<file path="config.mk">
export PLATFORM = sky130hd
export DESIGN_NAME = datapath_seq
export DESIGN_NICKNAME = d
export VERILOG_FILES = /design/src/rtl/datapath_seq.sv
export SDC_FILE = /design/constraint.sdc
export NUM_CORES = 1
export LEC_CHECK = 0
export CAP_MARGIN = 20
export CORE_MARGIN = 2
export CORE_UTILIZATION = 40
export DETAILED_ROUTE_END_ITERATION = 10
export PLACE_DENSITY = 0.75
export SLEW_MARGIN = 10
export SYNTH_ARGS = -nofsm -noshare
export SYNTH_HDL_FRONTEND = slang
export SYNTH_SLANG_ARGS = --single-unit
</file>
<file path="constraint.sdc">
create_clock -name clk -period 9.6 [get_ports clk]
set_clock_uncertainty 0.1 [all_clocks]
set_input_delay 1.44 -clock clk [delete_from_list [all_inputs] [get_ports clk]]
set_output_delay 1.44 -clock clk [all_outputs]
set_load 0.01 [all_outputs]
</file>
<file path="src/rtl/datapath_seq.sv">
// datapath_seq: W-bit register file, 1-bit shifter, ALU and A/B/C/status
// registers, driven by an internal read-A / read-B / execute / writeback
// sequencer behind a single start/ready handshake.
// Optional feature: define DATAPATH_CARRY_EN to build the carry flag
// (status_out[3]); without it the carry bit is tied to 0.
module datapath_seq #(
    parameter int WIDTH = 16,
    parameter int NREG  = 8,
    parameter int PCW   = 8
) (
    input  logic                      clk,
    input  logic                      rst_n,
    input  logic                      start,
    output logic                      ready,
    output logic                      done,
    input  logic [$clog2(NREG)-1:0]   rn,
    input  logic [$clog2(NREG)-1:0]   rm,
    input  logic [$clog2(NREG)-1:0]   rd,
    input  logic [1:0]                shift,
    input  logic [1:0]                asel,
    input  logic [1:0]                bsel,
    input  logic [1:0]                aluop,
    input  logic [1:0]                vsel,
    input  logic                      wb_en,
    input  logic                      set_status,
    input  logic [WIDTH-1:0]          mdata,
    input  logic [WIDTH-1:0]          sximm8,
    input  logic [WIDTH-1:0]          sximm5,
    input  logic [PCW-1:0]            pc,
    output logic [3:0]                status_out,
    output logic [WIDTH-1:0]          datapath_out,
    output logic [NREG*WIDTH-1:0]     reg_out
);
    localparam int RW = $clog2(NREG);

    typedef enum logic [2:0] {
        S_IDLE,
        S_RDA,
        S_RDB,
        S_EXEC,
        S_WB
    } state_t;

    state_t state, state_nx;
    logic   accept;

    // Operation fields captured at the accept edge
    logic [RW-1:0]    op_rn, op_rm, op_rd;
    logic [1:0]       op_shift, op_asel, op_bsel, op_aluop, op_vsel;
    logic             op_wb_en, op_set_status;
    logic [WIDTH-1:0] op_mdata, op_sximm8, op_sximm5;
    logic [PCW-1:0]   op_pc;

    logic [WIDTH-1:0] rf [NREG];
    logic [WIDTH-1:0] a_reg, b_reg, c_reg;
    logic [3:0]       status_reg;

    logic [WIDTH-1:0] pc_ext, b_shifted, a_in, b_in, b_op, add_res, alu_res, wb_val;
    logic             is_arith, is_sub, carry_out;
    logic [3:0]       flags;

    // Sequencer next state and handshake decode
    always_comb begin
        state_nx = state;
        ready    = 1'b0;
        done     = 1'b0;
        case (state)
            S_IDLE: begin
                ready = 1'b1;
                if (start) state_nx = S_RDA;
            end
            S_RDA:  state_nx = S_RDB;
            S_RDB:  state_nx = S_EXEC;
            S_EXEC: state_nx = S_WB;
            S_WB: begin
                ready    = 1'b1;
                done     = 1'b1;
                state_nx = start ? S_RDA : S_IDLE;
            end
            default: state_nx = S_IDLE;
        endcase
    end

    assign accept = start & ready;

    // Sequencer state register
    always_ff @(posedge clk or negedge rst_n) begin
        if (!rst_n) state <= S_IDLE;
        else        state <= state_nx;
    end

    // Capture every control and operand field when an operation is accepted
    always_ff @(posedge clk or negedge rst_n) begin
        if (!rst_n) begin
            op_rn <= '0; op_rm <= '0; op_rd <= '0;
            op_shift <= '0; op_asel <= '0; op_bsel <= '0;
            op_aluop <= '0; op_vsel <= '0;
            op_wb_en <= 1'b0; op_set_status <= 1'b0;
            op_mdata <= '0; op_sximm8 <= '0; op_sximm5 <= '0; op_pc <= '0;
        end else if (accept) begin
            op_rn <= rn; op_rm <= rm; op_rd <= rd;
            op_shift <= shift; op_asel <= asel; op_bsel <= bsel;
            op_aluop <= aluop; op_vsel <= vsel;
            op_wb_en <= wb_en; op_set_status <= set_status;
            op_mdata <= mdata; op_sximm8 <= sximm8; op_sximm5 <= sximm5; op_pc <= pc;
        end
    end

    // Operand selection, shifter and ALU operand conditioning
    always_comb begin
        pc_ext = '0;
        pc_ext[PCW-1:0] = op_pc;
        case (op_shift)
            2'b01:   b_shifted = {b_reg[WIDTH-2:0], 1'b0};
            2'b10:   b_shifted = {1'b0, b_reg[WIDTH-1:1]};
            2'b11:   b_shifted = {b_reg[WIDTH-1], b_reg[WIDTH-1:1]};
            default: b_shifted = b_reg;
        endcase
        case (op_asel)
            2'b00:   a_in = a_reg;
            2'b10:   a_in = pc_ext;
            default: a_in = '0;
        endcase
        case (op_bsel)
            2'b00:   b_in = b_shifted;
            2'b01:   b_in = op_sximm5;
            2'b10:   b_in = op_sximm8;
            default: b_in = '0;
        endcase
        is_sub   = (op_aluop == 2'b01);
        is_arith = (op_aluop[1] == 1'b0);
        b_op     = is_sub ? ~b_in : b_in;
    end

    // Shared adder: subtraction is A + ~B + 1, so carry-out is NOT borrow
`ifdef DATAPATH_CARRY_EN
    logic [WIDTH:0] add_ext;
    assign add_ext   = {1'b0, a_in} + {1'b0, b_op} + {{WIDTH{1'b0}}, is_sub};
    assign add_res   = add_ext[WIDTH-1:0];
    assign carry_out = add_ext[WIDTH];
`else
    assign add_res   = a_in + b_op + {{(WIDTH-1){1'b0}}, is_sub};
    assign carry_out = 1'b0;
`endif

    // ALU result, flags and writeback source selection
    always_comb begin
        case (op_aluop)
            2'b10:   alu_res = a_in & b_in;
            2'b11:   alu_res = ~b_in;
            default: alu_res = add_res;
        endcase
        flags[3] = is_arith & carry_out;
        flags[2] = (alu_res == '0);
        flags[1] = is_arith & (a_in[WIDTH-1] == b_op[WIDTH-1]) & (add_res[WIDTH-1] != a_in[WIDTH-1]);
        flags[0] = alu_res[WIDTH-1];
        case (op_vsel)
            2'b00:   wb_val = c_reg;
            2'b01:   wb_val = op_mdata;
            2'b10:   wb_val = op_sximm8;
            default: wb_val = pc_ext;
        endcase
    end

    // A/B/C/status registers, loaded in their sequencer steps
    always_ff @(posedge clk or negedge rst_n) begin
        if (!rst_n) begin
            a_reg      <= '0;
            b_reg      <= '0;
            c_reg      <= '0;
            status_reg <= '0;
        end else begin
            if (state == S_RDA) a_reg <= rf[op_rn];
            if (state == S_RDB) b_reg <= rf[op_rm];
            if (state == S_EXEC) begin
                c_reg <= alu_res;
                if (op_set_status) status_reg <= flags;
            end
        end
    end

    // Register file; the writeback commits on the WB edge so a following op reads it
    always_ff @(posedge clk or negedge rst_n) begin
        if (!rst_n) begin
            for (int i = 0; i < NREG; i++) rf[i] <= '0;
        end else if (state == S_WB && op_wb_en) begin
            rf[op_rd] <= wb_val;
        end
    end

    for (genvar i = 0; i < NREG; i++) begin : g_reg_out
        assign reg_out[i*WIDTH +: WIDTH] = rf[i];
    end

    assign datapath_out = c_reg;
    assign status_out   = status_reg;
endmodule

</file>
# Word-level counts from Yosys, hierarchy flattened

Cells that the tools add are included.
Widths: inputs -> output; s select.

Bits in registers: 259
Input bits: 80
Output and inout bits: 150
Logic and storage cells: 89

Add/subtract/negate cells: 2
Order comparisons: 4
Equality and inequality tests: 18
Multiplexer cells: 20
Bitwise operators: 9
Reductions and logical operators: 9

Operators by type and width:

| kind               | number |
|---|---|
| $pmux 16 s3        | 3 |
| $bwmux 128         | 1 |
| $bmux 16 s3        | 2 |
| $mux 16            | 6 |
| $pmux 16 s2        | 2 |
| $demux 16 s3       | 1 |
| $add 16x1->16      | 1 |
| $add 16x16->16     | 1 |
| $and 16x16->16     | 1 |
| $logic_not 16->1   | 1 |
| $not 16->16        | 1 |
| $pmux 3 s5         | 1 |
| $eq 2x2->1 const B | 7 |
| $ge 4x4->1 const B | 3 |
| $not 3->4          | 3 |
| $eq 2x1->1 const B | 4 |
| $eq 3x2->1 const B | 2 |
| $logic_not 2->1    | 3 |
| $lt 4x1->1 const B | 1 |
| $and 1x1->1        | 3 |
| $eq 3x1->1 const B | 1 |
| $eq 3x3->1 const B | 1 |
| $logic_not 3->1    | 1 |
| $mux 1             | 3 |
| other kinds (8)    | 9 |

# Logic depth before layout (Yosys ltp)

Depth in word-level cells: 9
Gate-level depth with buffers: 18
Depth with buffers taken out: 16

# Least setup slack after synthesis

No wires, ideal clock.

Path type: register -> register
From: register op_shift[0]
To: register status_reg[2] (netlist: status_out[2])
Library setup time: 0.103 ns
Arrival time: 4.139 ns
Required time: 9.397 ns
Slack: 5.257 ns
Cell stages (with the launch flop): 18
Path buffers: 2
Clock period less this slack: 4.343 ns
Path through: dfrtp_1 > buf_6 > buf_2 > mux2_2 > a222oi_1 > nor2_1 > a21oi_1 > xnor2_1 > ha_1 > a21o_1 > or4_1 > o21a_1 > nor4b_2 > nor2_1 > xnor2_1 > mux2i_1 > or4b_1 > o41ai_2

Longest elaborated chain between the ends: 9
Elaborated cells between the ends (all ways): 12
Those cells by class: add/sub: 2; eq/ne: 3; mux: 4; bitwise: 2; reduce/logical: 1

RTL lines:

| what                                     | line     | RTL |
|---|---|---|
| from (decl)                              | 49       | `logic [1:0] op_shift, op_asel, op_bsel, op_aluop, op_vsel;` |
| from (signal assigned)                   | 102      | `op_shift <= shift; op_asel <= asel; op_bsel <= bsel;` |
| $eq 2x2->1 or $eq 2x1->1 (tied branches) | 113      | `case (op_shift)` |
| $pmux 16 s3 *                            | 113      |  |
| $pmux 16 s3 *                            | 124      | `case (op_bsel)` |
| $not 16->16                              | 132, 150 |  |
| $mux 16                                  | 132      | `b_op = is_sub ? ~b_in : b_in;` |
| $add 16x16->16                           | 142      | `assign add_res = a_in + b_op + {{(WIDTH-1){1'b0}}, is_sub};` |
| $add 16x1->16                            | 142      |  |
| $pmux 16 s2 *                            | 148      | `case (op_aluop)` |
| $logic_not 16->1 *                       | 154      | `flags[2] = (alu_res == '0);` |
| to (signal assigned)                     | 177      | `if (op_set_status) status_reg <= flags;` |
| to (decl)                                | 56       | `logic [3:0] status_reg;` |

Mark *: on every way between the ends. The rest lies on a longest branch, timed or not.
A chain may end at the register's enable or synchronous reset.

# Final worst setup path

Same ends and word-level chain as after synthesis.

==> results_dict.tcl <==
set metrics [dict create \
    dp.cells 1788 \
    cts_made_buffers 30 \
    synth_edf_count 0 \
    hold_class "flop to flop" \
    core_area_sq_um 34400 \
    regToRegSetupSlack_ps 4600 \
    rsz0062_at_grt "false" \
    reg2reg_depth 13 \
    fin_nets 1460 \
    yosysWarnings 0 \
    drv_cap 0 \
    ys_ff_latch 259 \
    grt.total_usage_pct 24.2 \
    p_clk_share_pct 16.7 \
    wl_per_cell_um 23.5 \
    top_layer "met4" \
    arrival_ps 5360 \
    cp_cell_sequence "mux2_2, a222oi_1, xnor2_1, ha_1, and2_1, a221o_1, a211oi_1, nor2_1, xnor2_1, mux2i_1, nand4_1, or4b_1, o41ai_2" \
    ant_nets 0 \
    required_ps 9960 \
    slowest_delay_ps 820 \
    r2r-end "status_out[2]" \
    wl_met3_um 3590 \
    areaGrowthSynthToFinish_pct 26.5 \
    cp_max_fo 18 \
    switching_power_mw 3.01 \
    power_leakage_nw 7.37 \
    slew_violations 0 \
    grt_pass1_vias 10800 \
    via_per_inst 5.71 \
    switching_share_pct 43.2 \
    largest_reg_flops 128 \
    ctsResizeCount 0 \
    hpwlAfterDp_um 31300 \
    timing.setup.tns_ps 0 \
    path_class "flop to flop" \
    layout-drive-gt1-share_pct 22.1 \
    holdBufCountCts 0 \
    drt_iter0_drc 713 \
    maxSlewHeadroom_pct 25.1 \
    place.gp.congestion 0.963 \
    clk_pin_slew_worst_paths_ps 60 \
    syn_area_per_cell_sq_um 11.8 \
    netlist_area_sq_um 13900 \
    drt_first_pass_iters 5 \
    yosysTopAreaCellShare_pct 46.8 \
    max_freq_mhz 200 \
    rows 68 \
    critPathSlowestCell "dfrtp_1" \
    routed-wl-met2_um 18900 \
    dr_total_vias 10500 \
    clockBufferDepth 3 \
    intPower_mw 3.95 \
    endpoint_kind "flop" \
    r2r_start "op_shift[0]" \
    io_buffers 228 \
    die_h_um 190 \
    outcome "finished clean" \
    power_density_nw_per_um2 397 \
    final_cells 1843 \
    startpoint_type "flop" \
    period_share_pct 52.0 \
    drc 0 \
    p_seq_share_pct 32.0 \
    yosysTopAreaCell "dfrtp_1" \
    ioPinCount 230 \
    hold_depth 2 \
    met1_length_um 19700 \
    hp-start "status_out[1]" \
    synthesis.nets 1273 \
    finalHoldViolations 0 \
    synthFlopType "dfrtp_1" \
    final_cell_mix "255 x dfrtp_1, 227 x clkdlybuf4s50_1, 155 x mux2_2" \
    ir_drop_v 0.000196 \
    synth_cells 1178 \
    async_reset_ff_share_pct 100 \
    setup_viol 0 \
    chipWidth_um 190 \
    crit_top_cell "xnor2_1" \
    grt-ovfl-total 0 \
    fin_crit_ps 5000 \
    final_common_cell "dfrtp_1" \
    min_to "status_out[1]" \
    antenna_found_initial 2 \
    synth_cell_types 61 \
    die_area_sq_um 36200 \
    htreeDepth 1 \
    drt-total-wl_um 43300 \
    worstMarginPinSlew_ps 1120 \
    synth-seq-area-share_pct 46.8 \
    cts_tree "built" \
    start_util_pct 40.3 \
    root_buffer "clkbuf_16" \
    cts_setup_buffers 0 \
    grt_max_degree 135 \
    clkLatencyLatePin_ps 600 \
    grt_pass1_wl_um 67000 \
    synthTopCellsByArea "dfrtp_1 47%, mux2_2 13%, mux4_2 12%" \
    cts_sinks 259 \
    comb_power_share_pct 51.3 \
]
-- cells by family after synthesis --
group | Yosys count | share of synthesized area, %
DFF | 259 | 46.8
AOI/OAI and AO/OA | 220 | 9.47
other | 1 | 0.0271
adders and majority gates | 15 | 1.41
muxes | 290 | 28.8
xor gates and xnor gates | 30 | 1.90
and+or+nand+nor | 270 | 8.95
buffers and inverters | 93 | 2.65
-- synthesized netlist by cell type (6+ instances only) --
cell	instances
a222oi_1	6
nor2b_1	16
mux2_2	155
xnor2_1	22
nand3_1	10
a21oi_1	97
nor2_1	98
and2_1	11
inv_1	6
ha_1	14
nand2_1	91
buf_1	14
dfrtp_1	259
xor2_1	8
nor3_1	10
mux4_2	72
mux2i_1	63
o21ai_0	68
o211ai_1	7
clkbuf_1	65
-- routing by layer --
| layer | global-route usage, % | up-vias |
|---|---|---|
| met3 | 5.64 | 66 |
| li1 | - | 4713 |
| met4 | 5.78 | 0 |
| met1 | 36.1 | 5338 |
| met2 | 35.8 | 412 |
| met5 | 0 | - |
-- cell type report --
class	count	area, sq um
Inverter	7	26.3
Fill cell	2998	16800
Clock buffer	45	857
Multi-Input combinational cell	826	7040
Sequential cell	259	6490
Antenna cell	2	5.00
Clock inverter	8	148
Timing Repair Buffer	241	2400
Tap cell	455	569
-- worst max-delay path: cells and delay by family, from the launching register on --
family                   cells  cell delay (ps)
AND/OR/NAND/NOR              4              990
flip-flops                   1              820
XOR/XNOR                     2              280
adder cells (fa/ha/maj)      1              390
AO/OA/AOI/OAI                4             1690
multiplexers                 2              580
-- metrics by stage --
stage               power [mW]  instance area [sq um]  utilization (%)  setup slack, ps  hold slack (ps)
detailed placement        5.76                  16500             48.1             4630              377
global route              7.43                  17500             51.0             4200              422
CTS                       6.97                  17500             51.0             4630              390
floorplan                 4.40                  13900                -             5260              349
finish                    6.96                  17500             51.0             4600              384
global placement          5.73                  16500             48.1             4820              368
-- power by group through the flow --
stage / Combinational (mW) / Sequential (mW) / Clock [mW]
final: 3.57 / 2.23 / 1.16
after global routing: 3.90 / 2.30 / 1.24
after CTS: 3.56 / 2.22 / 1.19
after detailed placement: 3.53 / 2.23 / 0
after global placement: 3.52 / 2.21 / 0
after floorplan: 2.51 / 1.89 / 0
-- worst max-delay path by stage --
stage | start | endpoint | slack [ps] | cells past startpoint
2_1_floorplan | op_shift[0] | status_out[2] | 5260 | 17
6_report | op_shift[0] | status_out[2] | 4600 | 13
3_5_place_dp | op_bsel[0] | status_out[2] | 4630 | 13
4_1_cts | op_bsel[0] | status_out[2] | 4630 | 13
5_1_grt | op_bsel[1] | status_out[2] | 4200 | 13
3_3_place_gp | op_shift[0] | status_out[2] | 4820 | 15
Power figures use the tool's default switching activity.
